[src/rtl/add_operand_sequencer.sv]
// Serialises two MaxSize-bit operands, one WordSize word per transfer, into an external
// ripple-carry adder. It then waits Settle cycles and captures the adder's sum and carry.
module add_operand_sequencer #(
    parameter int unsigned MaxSize  = 128,
    parameter int unsigned WordSize = 32,
    parameter int unsigned Settle   = 4
) (
    input  logic                clk,
    input  logic                rst,
    input  logic                in_valid,
    output logic                in_ready,
    input  logic [WordSize-1:0] in_data,
    input  logic                in_cin,
    output logic [MaxSize-1:0]  add_a,
    output logic [MaxSize-1:0]  add_b,
    output logic                add_cin,
    input  logic [MaxSize-1:0]  add_sum,
    input  logic                add_cout,
    output logic                out_valid,
    input  logic                out_ready,
    output logic [MaxSize-1:0]  out_sum,
    output logic                out_cout,
    output logic                busy
);

    localparam int unsigned NWORDS = MaxSize / WordSize;
    localparam int unsigned CW     = (NWORDS > 1) ? $clog2(NWORDS) : 1;
    localparam int unsigned SW     = (Settle > 1) ? $clog2(Settle) : 1;

    typedef enum logic [1:0] {LOAD_A, LOAD_B, SETTLE, HOLD} state_t;

    state_t                             state;
    logic [CW-1:0]                      word_cnt;
    logic [SW-1:0]                      settle_cnt;
    logic [NWORDS-1:0][WordSize-1:0]    a_words;
    logic [NWORDS-1:0][WordSize-1:0]    b_words;
    logic                               xfer;
    logic                               last_word;

    assign in_ready  = (state == LOAD_A) || (state == LOAD_B);
    assign xfer      = in_valid && in_ready;
    assign last_word = (word_cnt == CW'(NWORDS - 1));
    assign add_a     = a_words;
    assign add_b     = b_words;

    // Operands stay frozen from the last B word until the result is accepted.
    always_ff @(posedge clk or posedge rst) begin
        if (rst) begin
            state      <= LOAD_A;
            word_cnt   <= '0;
            settle_cnt <= '0;
            a_words    <= '0;
            b_words    <= '0;
            add_cin    <= 1'b0;
            out_sum    <= '0;
            out_cout   <= 1'b0;
            out_valid  <= 1'b0;
            busy       <= 1'b0;
        end else begin
            case (state)
                LOAD_A: begin
                    if (xfer) begin
                        a_words[word_cnt] <= in_data;
                        if (word_cnt == '0) begin
                            add_cin <= in_cin;
                        end
                        busy <= 1'b1;
                        if (last_word) begin
                            word_cnt <= '0;
                            state    <= LOAD_B;
                        end else begin
                            word_cnt <= word_cnt + CW'(1);
                        end
                    end
                end
                LOAD_B: begin
                    if (xfer) begin
                        b_words[word_cnt] <= in_data;
                        if (last_word) begin
                            word_cnt   <= '0;
                            settle_cnt <= SW'(Settle - 1);
                            state      <= SETTLE;
                        end else begin
                            word_cnt <= word_cnt + CW'(1);
                        end
                    end
                end
                SETTLE: begin
                    if (settle_cnt == '0) begin
                        out_sum   <= add_sum;
                        out_cout  <= add_cout;
                        out_valid <= 1'b1;
                        state     <= HOLD;
                    end else begin
                        settle_cnt <= settle_cnt - SW'(1);
                    end
                end
                HOLD: begin
                    if (out_ready) begin
                        out_valid <= 1'b0;
                        busy      <= 1'b0;
                        word_cnt  <= '0;
                        state     <= LOAD_A;
                    end
                end
                default: begin
                    state <= LOAD_A;
                end
            endcase
        end
    end

endmodule

[config.mk]
export PLATFORM = sky130hd
export DESIGN_NAME = add_operand_sequencer
export DESIGN_NICKNAME = d
export VERILOG_FILES = /design/src/rtl/add_operand_sequencer.sv
export SDC_FILE = /design/constraint.sdc
export NUM_CORES = 1
export LEC_CHECK = 0
export BUFFER_PORTS_ARGS = -buffer_cell sky130_fd_sc_hd__buf_2
export CORE_AREA = 5 5 214 216
export CTS_CLUSTER_DIAMETER = 120
export DETAILED_ROUTE_END_ITERATION = 10
export DIE_AREA = 0 0 219 221
export PLACE_DENSITY = 0.67
export SETUP_SLACK_MARGIN = 0.02
export SYNTH_ARGS = -nofsm -noshare
export SYNTH_HDL_FRONTEND = slang
export SYNTH_SLANG_ARGS = --single-unit
export TNS_END_PERCENT = 30
[constraint.sdc]
create_clock -name clk -period 14.3 [get_ports clk]
set_input_delay 1.43 -clock clk [delete_from_list [all_inputs] [get_ports clk]]
set_output_delay 1.43 -clock clk [all_outputs]
set_load 0.02 [all_outputs]
==> impl_metrics.json <==
{
  "hold_viol": 0,
  "drc": 0,
  "outcome": "completed",
  "gp_congestion": 0.845,
  "wl_per_cell_um": 20.7,
  "crit_start": "rst",
  "cts_resized": 0,
  "ff2ff_setup_slack_ps": 11430,
  "clk_pin_slew_ps": 60,
  "tns_ps": 0,
  "fillers": 4038,
  "grt_pass1_vias": 10300,
  "path_common_cell": "buf_4",
  "synth_top_area_share_pct": 66.5,
  "portBuffers": 554,
  "cp_max_fo": 125,
  "min_period_ps": 3470,
  "cts_tree": "built",
  "yosys.area.top_type": "dfrtp_1",
  "crit_cells": 4,
  "clk_latency_ps": 550,
  "antenna_found_initial": 2,
  "rr_startpoint": "state[0]",
  "die_w_um": 219,
  "area_growth_pct": 33.1,
  "tightest_slew_ps": 1030,
  "core_um2": 43700,
  "cts.sinks": 394,
  "ir_drop_uv": 127,
  "max_freq_mhz": 288,
  "cts_root_buf": "clkbuf_16",
  "path_class": "input pin to async pin",
  "finalCritPeriodShare_pct": 24.3,
  "crit_path_top_delay_cell": "buf_4",
  "crit_buf_inv": 4,
  "syn-num-nets": 1053,
  "rows": 77,
  "dpl_cell_area_um2": 18300,
  "vias": 9527,
  "vias_per_cell": 4.59,
  "finClkSkew_ps": 18.0,
  "critPathLaunchType": "input pin",
  "grt_pass1_wl_um": 64500,
  "synth_area_leaders": "dfrtp_1, mux2_2, buf_2, ha_1, nand3_1",
  "rsz0062_at_grt": "false",
  "globalRouteTotalUtil_pct": 17.3,
  "synth-seq-cells": 394,
  "yosys_warnings": 0,
  "critPathTopFamily": "buffers and inverters",
  "wl_um": 42900,
  "max_slew_margin_pct": 31.1,
  "die_h_um": 221,
  "cp.required_ps": 14850,
  "maxSlewViolCount": 0,
  "setup_viol": 0,
  "diodes": 0,
  "r2r_end": "out_sum[108]",
  "drv_cap": 0,
  "whs_path_depth": 1,
  "grt_max_degree": 126,
  "dp_hpwl_um": 31000,
  "drtAntennaViolNets": 0,
  "ys_seq_area_share_pct": 66.5,
  "p_per_area_nw_per_um2": 266,
  "ctsHoldBuffers": 0,
  "syn-cell-area_um2": 14800,
  "path_cells": "buf_2, inv_8, buf_4, buf_4",
  "arrival_ps": 4020,
  "cts_max_level": 2,
  "gr-total-overflow": 0,
  "seq_area_um2": 9860,
  "slowest_delay_ps": 850,
  "stdcell_area_um2": 19700,
  "start_util_pct": 33.9,
  "holdCritPathClass": "flop to flop",
  "io_pins": 555,
  "p_leak_uw": 0.00985,
  "drt_first_pass_iters": 4,
  "synth_cells": 877,
  "drt_iter0_drc": 452,
  "cts_buffers": 43,
  "clockBufferDepth": 3,
  "critPathCaptureType": "async pin",
  "crit_end": "add_a[82]",
  "final_nets": 1626,
  "dieArea_um2": 48400,
  "multi_input_comb_area_um2": 4780,
  "drive_above_1_share_pct": 69.9,
  "avgSynthCellArea_um2": 16.9,
  "cts_setup_buffers": 0,
  "ys_types": 22,
  "r2r_cells": 5
}
## worst reg2reg max path, delay by kind of cell (launching register included)
family	cells	cell delay (ps)
buffers and inverters	2	1020
DFF	1	390
muxes	1	520
adders and majority gates	1	320
and+or+nand+nor	1	510
## cell usage after synthesis (all sizes together)
master,number
a211oi,1
a21bo,1
a21o,1
a221oi,2
a22o,4
and3,1
buf,39
dfrtp,394
ha,10
inv,10
mux2,389
mux2i,3
nand2,3
nand3,9
nand3b,1
nor2,5
nor2b,1
o21ai,2
or2,1
## sequential cells by signal (all words and copies together), names as in the netlist
| signal | cells |
|---|---|
| word_cnt | 2 |
| state | 2 |
| busy | 1 |
| add_b | 128 |
| out_sum | 128 |
| out_valid | 1 |
| settle_cnt | 2 |
| add_a | 128 |
| add_cin | 1 |
| out_cout | 1 |
## layout by cell type, fill, tap and decap left out, drive strengths merged
cell / Yosys / layout
buf: 39 / 567
dfrtp: 394 / 394
mux2: 389 / 389
clkbuf: 0 / 64
inv: 10 / 11
ha: 10 / 10
nand3: 9 / 9
clkinv: 0 / 8
nor2: 5 / 5
a22o: 4 / 4
mux2i: 3 / 3
bufinv: 0 / 3
nand2: 3 / 3
o21ai: 2 / 2
a221oi: 2 / 2
a21bo: 1 / 1
nor2b: 1 / 1
and3: 1 / 1
a211oi: 1 / 1
a21o: 1 / 1
or2: 1 / 1
nand3b: 1 / 1
clkinvlp: 0 / 1
## area by class of cell
class,instances,share of cell area [%]
clock inverters,13,0.774
repair buffers,567,14.5
inverters,10,0.228
flip-flops and latches,394,50.0
clock buffers,64,6.52
well taps,592,3.75
multi-input cells,434,24.2
## cells by family (layout without fill, tap and decap cells)
logic type | count (synthesis) | count (layout) | synth area share, %
AO/OA/AOI/OAI | 11 | 11 | 0.633
adder cells (fa/ha/maj) | 10 | 10 | 0.844
flip-flops | 394 | 394 | 66.5
buffers and inverters | 49 | 654 | 1.59
AND/OR/NAND/NOR | 21 | 21 | 0.717
multiplexers | 392 | 392 | 29.7
## worst min-delay path by stage
stage | slack (ps) | start | end
final | 500 | add_b[2] | add_b[2]
after global routing | 510 | out_sum[50] | out_sum[50]
after CTS | 500 | add_a[29] | add_a[29]
after global placement | 480 | add_a[72] | add_a[72]
after floorplan | 520 | word_cnt[1] | word_cnt[1]
after detailed placement | 490 | out_sum[7] | out_sum[7]
## report_power, final
group          internal [uW]  switching (uW)
registers               1670             285
logic                    877            1300
clock network            677             442
## stage by stage
step	setup WS, ps	instances	hold slack [ps]	util, %	total power [uW]
floorplan	1920	877	516	-	3290
global placement	10200	1997	482	41.8	4120
detailed placement	10120	1997	487	41.8	4180
CTS	10720	2074	500	45.1	5320
global route	10310	2074	507	45.1	5520
finish	10830	2074	496	45.1	5250
## per-layer routing
| layer | GRT usage [%] | vias to the layer above | routed length (um) |
|---|---|---|---|
| li1 | - | 4259 | - |
| met1 | 21.6 | 4901 | 17100 |
| met2 | 29.6 | 284 | 21800 |
| met3 | 3.90 | 83 | 2470 |
| met4 | 5.96 | 0 | 1420 |
| met5 | 0 | - | 0 |
(Power assumes the default switching activity.)
